[src/rtl/count_down_timer_if.sv]
// ---------------------------------------------------------------------------
// count_down_timer_if : preset, pulse and count/status bundle for the timer
// Revision 1.0
// ---------------------------------------------------------------------------
`default_nettype none

interface count_down_timer_if;
  logic [3:0] SET_M_HI;
  logic [3:0] SET_M_LO;
  logic [2:0] SET_S_HI;
  logic [3:0] SET_S_LO;
  logic       LOAD;
  logic       DEBOUNCED_START_STOP;
  logic       ONE_SEC_PULSE;
  logic       HALF_SEC_PULSE;
  logic [3:0] CNT_M_HI;
  logic [3:0] CNT_M_LO;
  logic [2:0] CNT_S_HI;
  logic [3:0] CNT_S_LO;
  logic       RUNNING;
  logic       ALARM;
  logic       ALARM_BLINK;

  modport slave (
    input  SET_M_HI, SET_M_LO, SET_S_HI, SET_S_LO,
    input  LOAD, DEBOUNCED_START_STOP, ONE_SEC_PULSE, HALF_SEC_PULSE,
    output CNT_M_HI, CNT_M_LO, CNT_S_HI, CNT_S_LO,
    output RUNNING, ALARM, ALARM_BLINK
  );

  modport master (
    output SET_M_HI, SET_M_LO, SET_S_HI, SET_S_LO,
    output LOAD, DEBOUNCED_START_STOP, ONE_SEC_PULSE, HALF_SEC_PULSE,
    input  CNT_M_HI, CNT_M_LO, CNT_S_HI, CNT_S_LO,
    input  RUNNING, ALARM, ALARM_BLINK
  );
endinterface

`default_nettype wire

[src/rtl/count_down_timer.sv]
// ---------------------------------------------------------------------------
// count_down_timer : MM:SS BCD count-down timer with self-clearing alarm
// Revision 1.0
// ---------------------------------------------------------------------------
`default_nettype none

module count_down_timer #(
  parameter int ALARM_SECONDS = 60
) (
  input  wire logic          CLK,
  input  wire logic          RES_X,
  count_down_timer_if.slave  bus
);

  typedef enum logic [1:0] {
    S_IDLE  = 2'd0,
    S_RUN   = 2'd1,
    S_PAUSE = 2'd2,
    S_ALARM = 2'd3
  } state_t;

  localparam logic [7:0] c_TMO_LIMIT = 8'(ALARM_SECONDS);

  state_t     r_state, w_state_nxt;
  logic [3:0] r_m_hi, r_m_lo, r_s_lo;
  logic [2:0] r_s_hi;
  logic [3:0] w_m_hi_nxt, w_m_lo_nxt, w_s_lo_nxt;
  logic [2:0] w_s_hi_nxt;
  logic       r_blink, w_blink_nxt;
  logic [6:0] r_tmo, w_tmo_nxt;

  logic [3:0] w_ld_m_hi, w_ld_m_lo, w_ld_s_lo;
  logic [2:0] w_ld_s_hi;
  logic [3:0] w_dec_m_hi, w_dec_m_lo, w_dec_s_lo;
  logic [2:0] w_dec_s_hi;
  logic       w_cnt_zero, w_dec_zero;
  logic [7:0] w_tmo_inc;
  logic       w_tmo_expire;

  // Out-of-range preset digits saturate to the largest legal digit
  assign w_ld_m_hi = (bus.SET_M_HI > 4'd9) ? 4'd9 : bus.SET_M_HI;
  assign w_ld_m_lo = (bus.SET_M_LO > 4'd9) ? 4'd9 : bus.SET_M_LO;
  assign w_ld_s_hi = (bus.SET_S_HI > 3'd5) ? 3'd5 : bus.SET_S_HI;
  assign w_ld_s_lo = (bus.SET_S_LO > 4'd9) ? 4'd9 : bus.SET_S_LO;

  assign w_cnt_zero = (r_m_hi == 4'd0) && (r_m_lo == 4'd0) &&
                      (r_s_hi == 3'd0) && (r_s_lo == 4'd0);

  always_comb begin
    w_dec_m_hi = r_m_hi;
    w_dec_m_lo = r_m_lo;
    w_dec_s_hi = r_s_hi;
    w_dec_s_lo = r_s_lo;
    if (r_s_lo != 4'd0) begin
      w_dec_s_lo = r_s_lo - 4'd1;
    end else begin
      w_dec_s_lo = 4'd9;
      if (r_s_hi != 3'd0) begin
        w_dec_s_hi = r_s_hi - 3'd1;
      end else begin
        w_dec_s_hi = 3'd5;
        if (r_m_lo != 4'd0) begin
          w_dec_m_lo = r_m_lo - 4'd1;
        end else begin
          w_dec_m_lo = 4'd9;
          w_dec_m_hi = r_m_hi - 4'd1;
        end
      end
    end
  end

  assign w_dec_zero = (w_dec_m_hi == 4'd0) && (w_dec_m_lo == 4'd0) &&
                      (w_dec_s_hi == 3'd0) && (w_dec_s_lo == 4'd0);

  assign w_tmo_inc    = {1'b0, r_tmo} + 8'd1;
  assign w_tmo_expire = (w_tmo_inc >= c_TMO_LIMIT);

  always_ff @(posedge CLK or negedge RES_X) begin
    if (!RES_X) begin
      r_state <= S_IDLE;
      r_m_hi  <= 4'd0;
      r_m_lo  <= 4'd0;
      r_s_hi  <= 3'd0;
      r_s_lo  <= 4'd0;
      r_blink <= 1'b0;
      r_tmo   <= 7'd0;
    end else begin
      r_state <= w_state_nxt;
      r_m_hi  <= w_m_hi_nxt;
      r_m_lo  <= w_m_lo_nxt;
      r_s_hi  <= w_s_hi_nxt;
      r_s_lo  <= w_s_lo_nxt;
      r_blink <= w_blink_nxt;
      r_tmo   <= w_tmo_nxt;
    end
  end

  // Priority inside every state: LOAD, then START_STOP, then the second tick
  always_comb begin
    w_state_nxt = r_state;
    w_m_hi_nxt  = r_m_hi;
    w_m_lo_nxt  = r_m_lo;
    w_s_hi_nxt  = r_s_hi;
    w_s_lo_nxt  = r_s_lo;
    w_blink_nxt = r_blink;
    w_tmo_nxt   = r_tmo;
    case (r_state)
      S_IDLE, S_PAUSE: begin
        if (bus.LOAD) begin
          w_m_hi_nxt  = w_ld_m_hi;
          w_m_lo_nxt  = w_ld_m_lo;
          w_s_hi_nxt  = w_ld_s_hi;
          w_s_lo_nxt  = w_ld_s_lo;
          w_state_nxt = S_IDLE;
        end else if (bus.DEBOUNCED_START_STOP && !w_cnt_zero) begin
          w_state_nxt = S_RUN;
        end
      end
      S_RUN: begin
        if (bus.DEBOUNCED_START_STOP) begin
          w_state_nxt = S_PAUSE;
        end else if (bus.ONE_SEC_PULSE) begin
          w_m_hi_nxt = w_dec_m_hi;
          w_m_lo_nxt = w_dec_m_lo;
          w_s_hi_nxt = w_dec_s_hi;
          w_s_lo_nxt = w_dec_s_lo;
          if (w_dec_zero) begin
            w_state_nxt = S_ALARM;
          end
        end
      end
      S_ALARM: begin
        if (bus.LOAD) begin
          w_m_hi_nxt  = w_ld_m_hi;
          w_m_lo_nxt  = w_ld_m_lo;
          w_s_hi_nxt  = w_ld_s_hi;
          w_s_lo_nxt  = w_ld_s_lo;
          w_state_nxt = S_IDLE;
          w_blink_nxt = 1'b0;
          w_tmo_nxt   = 7'd0;
        end else if (bus.DEBOUNCED_START_STOP ||
                     (bus.ONE_SEC_PULSE && w_tmo_expire)) begin
          w_state_nxt = S_IDLE;
          w_blink_nxt = 1'b0;
          w_tmo_nxt   = 7'd0;
        end else begin
          if (bus.ONE_SEC_PULSE) begin
            w_tmo_nxt = w_tmo_inc[6:0];
          end
          if (bus.HALF_SEC_PULSE) begin
            w_blink_nxt = ~r_blink;
          end
        end
      end
      default: begin
        w_state_nxt = S_IDLE;
      end
    endcase
  end

  assign bus.CNT_M_HI    = r_m_hi;
  assign bus.CNT_M_LO    = r_m_lo;
  assign bus.CNT_S_HI    = r_s_hi;
  assign bus.CNT_S_LO    = r_s_lo;
  assign bus.RUNNING     = (r_state == S_RUN);
  assign bus.ALARM       = (r_state == S_ALARM);
  assign bus.ALARM_BLINK = r_blink;

endmodule

`default_nettype wire

[src/flat_wrapper.sv]
// flat-port wrapper written by rule: the top's interface ports become plain ports
module count_down_timer_flat 
#(
  parameter int ALARM_SECONDS = 60
)
  (CLK, RES_X, bus_SET_M_HI, bus_SET_M_LO, bus_SET_S_HI, bus_SET_S_LO, bus_LOAD, bus_DEBOUNCED_START_STOP, bus_ONE_SEC_PULSE, bus_HALF_SEC_PULSE, bus_CNT_M_HI, bus_CNT_M_LO, bus_CNT_S_HI, bus_CNT_S_LO, bus_RUNNING, bus_ALARM, bus_ALARM_BLINK);
  count_down_timer_if bus_i ();
  input  wire logic CLK;
  input  wire logic RES_X;
  input wire logic [$bits(bus_i.SET_M_HI)-1:0] bus_SET_M_HI;
  input wire logic [$bits(bus_i.SET_M_LO)-1:0] bus_SET_M_LO;
  input wire logic [$bits(bus_i.SET_S_HI)-1:0] bus_SET_S_HI;
  input wire logic [$bits(bus_i.SET_S_LO)-1:0] bus_SET_S_LO;
  input wire logic [$bits(bus_i.LOAD)-1:0] bus_LOAD;
  input wire logic [$bits(bus_i.DEBOUNCED_START_STOP)-1:0] bus_DEBOUNCED_START_STOP;
  input wire logic [$bits(bus_i.ONE_SEC_PULSE)-1:0] bus_ONE_SEC_PULSE;
  input wire logic [$bits(bus_i.HALF_SEC_PULSE)-1:0] bus_HALF_SEC_PULSE;
  output wire logic [$bits(bus_i.CNT_M_HI)-1:0] bus_CNT_M_HI;
  output wire logic [$bits(bus_i.CNT_M_LO)-1:0] bus_CNT_M_LO;
  output wire logic [$bits(bus_i.CNT_S_HI)-1:0] bus_CNT_S_HI;
  output wire logic [$bits(bus_i.CNT_S_LO)-1:0] bus_CNT_S_LO;
  output wire logic [$bits(bus_i.RUNNING)-1:0] bus_RUNNING;
  output wire logic [$bits(bus_i.ALARM)-1:0] bus_ALARM;
  output wire logic [$bits(bus_i.ALARM_BLINK)-1:0] bus_ALARM_BLINK;
  assign bus_i.SET_M_HI = bus_SET_M_HI;
  assign bus_i.SET_M_LO = bus_SET_M_LO;
  assign bus_i.SET_S_HI = bus_SET_S_HI;
  assign bus_i.SET_S_LO = bus_SET_S_LO;
  assign bus_i.LOAD = bus_LOAD;
  assign bus_i.DEBOUNCED_START_STOP = bus_DEBOUNCED_START_STOP;
  assign bus_i.ONE_SEC_PULSE = bus_ONE_SEC_PULSE;
  assign bus_i.HALF_SEC_PULSE = bus_HALF_SEC_PULSE;
  assign bus_CNT_M_HI = bus_i.CNT_M_HI;
  assign bus_CNT_M_LO = bus_i.CNT_M_LO;
  assign bus_CNT_S_HI = bus_i.CNT_S_HI;
  assign bus_CNT_S_LO = bus_i.CNT_S_LO;
  assign bus_RUNNING = bus_i.RUNNING;
  assign bus_ALARM = bus_i.ALARM;
  assign bus_ALARM_BLINK = bus_i.ALARM_BLINK;
  count_down_timer #(.ALARM_SECONDS(ALARM_SECONDS)) u_core (.CLK(CLK), .RES_X(RES_X), .bus(bus_i));
endmodule
[config.mk]
export PLATFORM = sky130hd
export DESIGN_NAME = count_down_timer_flat
export DESIGN_NICKNAME = d
export VERILOG_FILES = /design/src/rtl/count_down_timer_if.sv /design/src/rtl/count_down_timer.sv /design/src/flat_wrapper.sv
export SDC_FILE = /design/constraint.sdc
export NUM_CORES = 1
export LEC_CHECK = 0
export CELL_PAD_IN_SITES_DETAIL_PLACEMENT = 1
export CELL_PAD_IN_SITES_GLOBAL_PLACEMENT = 1
export CORE_ASPECT_RATIO = 0.9
export CORE_MARGIN = 2
export CORE_UTILIZATION = 32
export CTS_CLUSTER_SIZE = 12
export DETAILED_ROUTE_END_ITERATION = 10
export GPL_TIMING_DRIVEN = 1
export PLACE_DENSITY_LB_ADDON = 0.1
export SLEW_MARGIN = 5
export SYNTH_ARGS = -nofsm -noshare
export SYNTH_HDL_FRONTEND = slang
export SYNTH_SLANG_ARGS = --single-unit
[constraint.sdc]
create_clock -name CLK -period 2.7 [get_ports CLK]
set_clock_uncertainty 0.15 [all_clocks]
set_input_delay 0.405 -clock CLK [delete_from_list [all_inputs] [get_ports CLK]]
set_output_delay 0.405 -clock CLK [all_outputs]
set_load 0.01 [all_outputs]
==> results_dict.tcl <==
set metrics [dict create \
    grt_use_total 0.193 \
    hp-class "in -> async" \
    timing.setup.tns_ns 0 \
    dieArea_um2 6120 \
    place.gp.congestion 0.800 \
    synth_edf_count 0 \
    vias_per_cell 5.53 \
    async_flop_share 1.00 \
    cap_viol_max_count 0 \
    numPortBuffers 38 \
    p_per_area_nw_per_um2 929 \
    arrival_ns 2.49 \
    synth_flop_cell "dfrtp_1" \
    synth_area_um2 1760 \
    wl_um 5440 \
    dr.pass1.iters 4 \
    die_y_um 74.4 \
    rows 25 \
    cts-root-buf "clkbuf_8" \
    dp_hpwl_um 4090 \
    nets 282 \
    first_global_vias 1836 \
    cts_max_level 1 \
    drcViolationCount 0 \
    avgSynthCellArea_um2 8.43 \
    drive_gt1_frac 0.117 \
    worstMarginPinSlew_ns 0.794 \
    postSynthCellCount 209 \
    io_pins 39 \
    numCtsBuffers 3 \
    cts_tree "built" \
    finalMaxSlewViolations 0 \
    critPathCaptureType "flop" \
    seq_area_frac_synth 0.355 \
    antenna_found_initial 0 \
    layout_min_cycle_time_ns 2.46 \
    crit_path_start_kind "flop" \
    slew_headroom 0.471 \
    drt-initial-drc-count 61 \
    cts-resized-gates 0 \
    synthTopCellsByCount "dfrtp_1, nor2_1, o21ai_0, nand2_1, a21oi_1" \
    netlist_top_cells_area "dfrtp_1, nor2_1, o21ai_0" \
    synth_warnings 0 \
    via_count 1787 \
    synthMostInstantiatedCell "dfrtp_1" \
    syn_nets 234 \
    synth_top_area_share 0.355 \
    overflow 0 \
    cts.sinks 25 \
    outcome "completed" \
    post-route-period-util 0.910 \
    synth_seq_cells 25 \
    num_antenna_cells 0 \
    grt_setup_unrepaired "false" \
    critPathMaxFanout 7 \
    fp.dieW_um 82.2 \
    hold_buffers 0 \
    leakagePower_nw 0.943 \
    clkSlewWorstSetupHoldPaths_ns 0.09 \
    drtAntennaViolNets 0 \
    peakVddDrop_v 0.000481 \
    clk_latency_ns 0.27 \
    fmax_mhz 407 \
    area_growth_pct 32.7 \
    coreArea_um2 5290 \
    path_class "reg -> reg" \
    cts_setup_buffers 0 \
    setup_viol 0 \
    wl_per_cell_um 16.9 \
    holdWs_ns 0.350 \
    synth_cell_types 52 \
    clock_path_buffers 2 \
    hold_viol 0 \
    synth_area_leader_cell "dfrtp_1" \
    grt_pass1_wl_um 9140 \
    required_ns 2.74 \
    grt_max_degree 29 \
    initial_utilization 0.333 \
]
-- metrics by stage --
| stage | utilization | power (mW) | area [um^2] | instances | worst slack, ns |
|---|---|---|---|---|---|
| finish | 0.442 | 2.17 | 2340 | 323 | 0.243 |
| global route | 0.442 | 2.35 | 2340 | 323 | 0.135 |
| CTS | 0.442 | 2.19 | 2340 | 323 | 0.276 |
| detailed placement | 0.434 | 1.94 | 2290 | 319 | 0.226 |
| global placement | 0.434 | 1.94 | 2290 | 319 | 0.223 |
| floorplan | - | 1.38 | 1760 | 209 | 0.525 |
-- sequential cells by signal, indices dropped and copies added (netlist names) --
signal                  count
u_core.r_tmo                7
u_core.bus.CNT_M_HI         4
u_core.bus.CNT_M_LO         4
u_core.bus.CNT_S_LO         4
u_core.bus.CNT_S_HI         3
u_core.r_state              2
u_core.bus.ALARM_BLINK      1
-- final cells by class --
cell class	instances	area, um^2
fillers	659	2950
clock buffers	4	45.0
well taps	67	83.8
flip-flops and latches	25	626
repair buffers	51	478
inverters	10	37.5
multi-input cells	166	1070
-- worst max-delay path, stage by stage, from the launching register on --
cell and delay (ns):
dfrtp_1 0.48, ha_1 0.30, and3_4 0.22, a31o_1 0.25, a2111oi_4 0.57, o21ai_2 0.16
o31ai_1 0.24
-- worst paths after layout --
kind | from | end | slack [ns] | cells after the start
worst min register to register | u_core.bus.ALARM_BLINK | u_core.bus.ALARM_BLINK | 0.38 | 1
min in group CLK | u_core.bus.ALARM_BLINK | u_core.bus.ALARM_BLINK | 0.38 | 1
max in group asynchronous | RES_X | u_core.bus.CNT_M_HI[1] | 1.79 | 2
worst min-delay path | RES_X | u_core.bus.CNT_M_LO[2] | 0.35 | 2
worst max-delay path | u_core.r_tmo[1] | u_core.r_tmo[5] | 0.24 | 6
worst max register to register | u_core.r_tmo[1] | u_core.r_tmo[5] | 0.24 | 6
-- routing by layer --
layer | track usage | vias up | routed length (um) | share of wire
met1 | 0.293 | 867 | 2970 | 0.54
met2 | 0.289 | 35 | 2260 | 0.42
li1 | - | 879 | - | -
met3 | 0.0255 | 6 | 165 | 0.030
met4 | 0.0463 | 0 | 48 | 0.0088
met5 | 0 | - | 0 | 0
-- layout by cell type (no fill, tap or decap), types with 2 or more instances in the layout --
| cell type | n |
|---|---|
| nand3b_1 | 3 |
| o22a_1 | 2 |
| o211ai_1 | 4 |
| a211oi_1 | 3 |
| o21a_1 | 4 |
| a21boi_0 | 3 |
| buf_4 | 13 |
| ha_1 | 4 |
| o21ai_0 | 17 |
| o31ai_1 | 4 |
| a21o_1 | 3 |
| nor3b_1 | 2 |
| inv_1 | 10 |
| clkdlybuf4s50_1 | 38 |
| a21oi_1 | 12 |
| nor4b_1 | 2 |
| a31oi_1 | 6 |
| nor4_1 | 2 |
| o22ai_1 | 3 |
| and2_1 | 2 |
| dfrtp_1 | 25 |
| a22o_1 | 5 |
| nand3_1 | 6 |
| nand4_1 | 3 |
| nor3_1 | 6 |
| or2_2 | 4 |
| clkbuf_8 | 3 |
| nand2_1 | 16 |
| nand2b_1 | 3 |
| nor2_1 | 23 |
| a22oi_1 | 2 |
-- kinds of logic after synthesis --
family,after synthesis,share of synthesized area
multiplexers,2,0.0121
flip-flops,25,0.355
adder cells (fa/ha/maj),4,0.0284
AND/OR/NAND/NOR,81,0.249
AO/OA/AOI/OAI,79,0.316
buffers and inverters,18,0.0391
-- power by group --
part           switching [mW]  total [mW]  leakage [nW]  internal, mW
clock                   0.127       0.233        0.0228         0.106
sequential              0.233       0.754         0.296         0.521
combinational           0.600        1.19         0.624         0.586
Note: power is estimated with default switching activity, not from simulation.
